**src/rtl/quadrature_encoder_emulator.sv**
```systemverilog
// Turns signed step commands into a registered {B,A} Gray-code stream at one edge per P clocks; first edge P cycles after accept.
// Commands are taken only while idle (cmd_ready_o low during a move); abort_i ends a move without done_o.
module quadrature_encoder_emulator #(
   parameter int STEP_WIDTH   = 16,
   parameter int PERIOD_WIDTH = 16
) (
   input  logic                    clk_i,
   input  logic                    rst_n_i,
   input  logic                    cmd_valid_i,
   output logic                    cmd_ready_o,
   input  logic [STEP_WIDTH-1:0]   cmd_steps_i,
   input  logic [PERIOD_WIDTH-1:0] cmd_period_i,
   input  logic                    abort_i,
   output logic [1:0]              enc_o,
   output logic [STEP_WIDTH-1:0]   position_o,
   output logic                    busy_o,
   output logic                    done_o
);

   localparam logic [0:0] S_IDLE = 1'b0;
   localparam logic [0:0] S_RUN  = 1'b1;

   localparam logic [STEP_WIDTH-1:0]   STEP_ONE = STEP_WIDTH'(1);
   localparam logic [STEP_WIDTH-1:0]   STEP_ZERO = '0;
   localparam logic [PERIOD_WIDTH-1:0] PER_ONE  = PERIOD_WIDTH'(1);
   localparam logic [PERIOD_WIDTH-1:0] PER_ZERO = '0;

   logic [0:0]              state_q, state_d;
   logic                    dir_up_q, dir_up_d;
   logic [PERIOD_WIDTH-1:0] period_q, period_d;
   logic [PERIOD_WIDTH-1:0] timer_q, timer_d;
   logic [STEP_WIDTH-1:0]   remaining_q, remaining_d;
   logic [1:0]              enc_q, enc_d;
   logic [STEP_WIDTH-1:0]   position_q, position_d;
   logic                    done_q, done_d;

   logic [STEP_WIDTH-1:0]   cmd_mag;
   logic [PERIOD_WIDTH-1:0] cmd_per;

   // One Gray step forward or backward along 00-01-11-10.
   function automatic logic [1:0] enc_next(input logic [1:0] e, input logic up);
      logic [1:0] n;
      case (e)
         2'b00:   n = up ? 2'b01 : 2'b10;
         2'b01:   n = up ? 2'b11 : 2'b00;
         2'b11:   n = up ? 2'b10 : 2'b01;
         default: n = up ? 2'b00 : 2'b11;
      endcase
      return n;
   endfunction

   // The most negative count negates to itself, which read unsigned is the right magnitude.
   assign cmd_mag = cmd_steps_i[STEP_WIDTH-1] ? (~cmd_steps_i + STEP_ONE) : cmd_steps_i;
   assign cmd_per = (cmd_period_i == PER_ZERO) ? PER_ONE : cmd_period_i;

   always_comb begin
      state_d     = state_q;
      dir_up_d    = dir_up_q;
      period_d    = period_q;
      timer_d     = timer_q;
      remaining_d = remaining_q;
      enc_d       = enc_q;
      position_d  = position_q;
      done_d      = 1'b0;

      case (state_q)
         S_IDLE: begin
            if (cmd_valid_i) begin
               dir_up_d    = ~cmd_steps_i[STEP_WIDTH-1];
               period_d    = cmd_per;
               timer_d     = cmd_per;
               remaining_d = cmd_mag;
               if (cmd_mag == STEP_ZERO) begin
                  done_d = 1'b1;
               end else begin
                  state_d = S_RUN;
               end
            end
         end
         S_RUN: begin
            if (abort_i) begin
               state_d = S_IDLE;
            end else if (timer_q <= PER_ONE) begin
               enc_d       = enc_next(enc_q, dir_up_q);
               position_d  = dir_up_q ? (position_q + STEP_ONE) : (position_q - STEP_ONE);
               remaining_d = remaining_q - STEP_ONE;
               timer_d     = period_q;
               if (remaining_q == STEP_ONE) begin
                  state_d = S_IDLE;
                  done_d  = 1'b1;
               end
            end else begin
               timer_d = timer_q - PER_ONE;
            end
         end
         default: state_d = S_IDLE;
      endcase
   end

   always_ff @(posedge clk_i) begin
      if (!rst_n_i) begin
         state_q     <= S_IDLE;
         dir_up_q    <= 1'b1;
         period_q    <= PER_ONE;
         timer_q     <= PER_ZERO;
         remaining_q <= STEP_ZERO;
         enc_q       <= 2'b00;
         position_q  <= STEP_ZERO;
         done_q      <= 1'b0;
      end else begin
         state_q     <= state_d;
         dir_up_q    <= dir_up_d;
         period_q    <= period_d;
         timer_q     <= timer_d;
         remaining_q <= remaining_d;
         enc_q       <= enc_d;
         position_q  <= position_d;
         done_q      <= done_d;
      end
   end

   assign cmd_ready_o = (state_q == S_IDLE);
   assign busy_o      = (state_q == S_RUN);
   assign done_o      = done_q;
   assign enc_o       = enc_q;
   assign position_o  = position_q;

endmodule
```
**config.mk**
```make
export PLATFORM = sky130hd
export DESIGN_NAME = quadrature_encoder_emulator
export DESIGN_NICKNAME = d
export VERILOG_FILES = /design/src/rtl/quadrature_encoder_emulator.sv
export SDC_FILE = /design/constraint.sdc
export NUM_CORES = 1
export LEC_CHECK = 0
export CAP_MARGIN = 20
export CORE_MARGIN = 2
export CORE_UTILIZATION = 61
export DETAILED_ROUTE_END_ITERATION = 6
export PLACE_DENSITY = 0.95
export SYNTH_ARGS = -nofsm -noshare
export SYNTH_HDL_FRONTEND = slang
export SYNTH_SLANG_ARGS = --single-unit
export TNS_END_PERCENT = 1
```
**constraint.sdc**
```tcl
create_clock -name clk_i -period 6.01 [get_ports clk_i]
set_input_delay 0.601 -clock clk_i [delete_from_list [all_inputs] [get_ports clk_i]]
set_output_delay 0.601 -clock clk_i [all_outputs]
set_load 0.02 [all_outputs]
```
==> impl_summary.txt <==
----------------------------------------------------
[STA]
  Worst clock skew ... 0.0125 ns
  WHS ... 0.457 ns
  Slew of the pin with the lowest slew margin ... 1.05 ns
  Final Hold Viols ... 0
  Crit path time final ... 3.37 ns
  Highest achievable clock rate ... approximately 300 MHz
  RSZ-0062 raised after global routing ... false
  Worst rel slew slack ... 0.297
  Number of failing setup endpoints in the final timing report ... 0
  Total Neg Setup Slack ... 0 ns
  Post-route fraction of the period consumed by the critical path ... 0.561
  Pins over their slew limit ... 0
  Final worst setup slack ... 2.64 ns

[Floorplanning]
  Starting density of the core ... 0.628
  Core area ... ~0.0073 mm²
  Horiz. Die Dim ... 90.4 µm
  Number of I/O pins ... 57
  Total die area ... between 0.008 and 0.009 mm²
  Number of cell rows ... 31
  Die Y ... 90.4 µm

[Yosys]
  Cell area after synthesis ... ~0.0046 mm²
  Top_reg_cell synth ... dfxtp_1
  Register area share after synthesis ... 0.303
  Avg Cell Area, Syn ... 7.51 µm²
  Count of cell types in the netlist ... between 60 and 70
  Proportion of synthesized flip-flops having asynchronous set or reset ... 0
  Number of standard cells after synthesis ... 606
  Flops & latches, synth ... 69
  Synth warnings ... 0
  Number of enable flip-flop cells after synthesis ... 0
  Synthesized net count ... around 660

[Worst setup path]
  CP startpoint kind ... flop
  Critical-path cell list ... nor4_1, nand2_1, nor3_2, nor2_1, a21oi_1, o21ai_0, a21oi_1
  Slowest cell on crit path ... nor3_2
  Worst reg2reg path startpoint ... timer_q[2]
  Delay of the slowest cell on the worst path ... ~0.93 ns
  CP dominant cell by count ... a21oi_1
  Biggest fanout along the worst timing path ... 14
  Startpoint of the most critical setup path ... timer_q[2]
  Required time worst endpoint ... 6.29 ns
  Critical path start-end classification ... reg2reg
  Endpoint type of the worst setup path ... flop
  Arrival @ worst endpoint ... 3.65 ns

[Route]
  WL/cell ... 16.9 µm
  Initial DRC count ... approximately 370
  DR DRC count ... 0
  Length of the first detailed-routing pass in iterations ... 5
  Average vias per placed instance ... about 6.5
  Final WL ... 12600 µm
  Number of vias after detailed routing ... 4829
  Number of nets with antenna violations after routing ... 0

[Cells and area]
  Post-layout nets ... 697
  Cell area after layout ... 0.00533 mm²
  Sequential standard cell area ... between 0.001 and 0.0015 mm²
  Area growth syn-to-layout ... 17.1%
  Antenna Diode Count ... 0
  Final-layout fill cell count ... between 500 and 600
  Footprint of the multi-input gates ... 0.00298 mm²
  Fraction of layout cells with a size suffix above 1 ... 0.0557

[Clocking]
  Max Root-Sink Buffers ... 2
  Number of instances resized during post-cts repair ... 0
  Cell at the root of the clock tree ... clkbuf_8
  Clock Pin Slew Worst Setup and Hold Paths ... 0.08 ns
  Number of H-tree levels ... 3
  Post-CTS Hold Fix Bufs ... 0
  Number of sinks driven by the clock tree ... 69
  Clock latency on the worst-skew pair ... 0.36 ns
  CTS tree ... done
  TritonCTS buffer count ... 9
  Buffers inserted by post-CTS timing repair ... 0

[Global route]
  Combined global-route utilization of all metal layers ... 0.307
  Pin count of the biggest net entering global routing ... 46
  Total global routing overflow ... 0
  Number of antenna violations at the first check in global routing ... 0
  Number of global-route vias before repair ... about 4600
  Wire length of the first global-routing pass ... 21200 µm

[Placement]
  Worst slack, placed ... 2.66 ns
  Dpl hpwl ... 8640 µm
  Routability congestion estimate from global placement ... 0.920
  Instance area after placement ... 0.00511 mm²
  Buffers on Ports ... 56

[Power and ir drop]
  LEAKAGE ... 2.03 nW
  Power density over cell area ... 235 mW/mm²
  Peak VDD IR ... 0.180 mV

[Flow run]
  Number of max-cap violations ... 0

[Worst hold path]
  Startpoint of the tightest hold check path ... period_q[5]
  Min-Delay Path Class ... reg2reg

[Run status]
  Run status ... finished clean

----------------------------------------------------
[metrics by stage]
stage | total power (W) | util | instances
2_1_floorplan | 0.000742 | - | 606
3_3_place_gp | 0.000815 | 0.705 | 729
3_5_place_dp | 0.000831 | 0.705 | 729
4_1_cts | 0.00125 | 0.735 | 745
5_1_grt | 0.00131 | 0.735 | 745
6_report | 0.00125 | 0.735 | 745
[report_power, final]
part	switching (W)	internal [W]	leakage [nW]	total (W)
clock	0.000187	0.000234	0.110	0.000421
combinational	0.000186	0.000125	1.36	0.000311
sequential	0.0000343	0.000487	0.566	0.000522
[layout by cell type, fill, tap and decap left out, types with 7 or more instances in the layout]
master	count
xor2_1	21
a21o_1	7
nor4_1	13
o21ai_0	41
ha_1	19
nor3_1	21
nand3_1	15
inv_1	10
dfxtp_1	69
nor2_1	43
a21oi_1	66
o211ai_1	12
nand2_1	95
o22ai_1	8
clkbuf_8	9
clkdlybuf4s50_1	56
xnor2_1	17
o221ai_1	9
or3_1	10
[cell families (layout without fill, tap and decap cells)]
group / Yosys count / count (layout) / share of synthesized area
AO/OA/AOI/OAI: 195 / 195 / 0.273
XOR/XNOR: 38 / 38 / 0.0731
adder cells (fa/ha/maj): 20 / 20 / 0.0566
buffers and inverters: 47 / 87 / 0.0434
flip-flops: 69 / 69 / 0.303
multiplexers: 5 / 5 / 0.0113
AND/OR/NAND/NOR: 232 / 232 / 0.239
[cell type report]
cell class / count / share of cell area
Clock buffer: 10 / 0.0239
Clock inverter: 6 / 0.0164
Inverter: 11 / 0.00775
Multi-Input combinational cell: 490 / 0.559
Sequential cell: 69 / 0.259
Tap cell: 99 / 0.0232
Timing Repair Buffer: 60 / 0.111
[synth_stat cells (5+ instances only)]
cell	n	share of area
a21o_1	7	0.012
a31oi_1	6	0.0082
clkbuf_1	29	0.024
a211oi_1	5	0.0082
nand2_1	95	0.078
nor3_1	22	0.024
xnor2_1	17	0.033
o21ai_0	41	0.045
nand3_1	15	0.016
o22ai_1	8	0.011
inv_1	10	0.0082
o211ai_1	12	0.020
nor2_1	43	0.035
a21oi_1	66	0.073
ha_1	19	0.052
o221ai_1	9	0.017
dfxtp_1	69	0.30
nor4_1	13	0.018
nand2b_1	6	0.0082
or3_1	10	0.014
xor2_1	21	0.040
[worst max-delay path: cells and delay by family, from the launching register on]
| family | cells | cell delay, ns |
|---|---|---|
| AOI/OAI and AO/OA | 3 | 0.49 |
| DFF | 1 | 0.37 |
| and+or+nand+nor | 4 | 2.44 |
[final timing paths]
path                                        end  slack [ns]  depth (start not counted)
worst max-delay path            remaining_q[10]        2.64                          7
worst min-delay path                period_q[5]        0.46                          2
worst max register to register  remaining_q[10]        2.64                          7
worst min register to register      period_q[5]        0.46                          2
[sequential cells by signal, indices dropped and copies added, names as in the netlist]
name	count
period_q	16
position_o	16
remaining_q	16
timer_q	16
enc_o	2
busy_o	1
dir_up_q	1
done_o	1
[layer usage]
metal	up-vias	track usage	routed length, µm
met4	0	0.0808	211
met3	29	0.0668	1030
li1	2285	-	-
met2	252	0.539	6260
met5	-	0	0
met1	2263	0.381	5080
No activity file was read; power rests on OpenSTA's default activity.
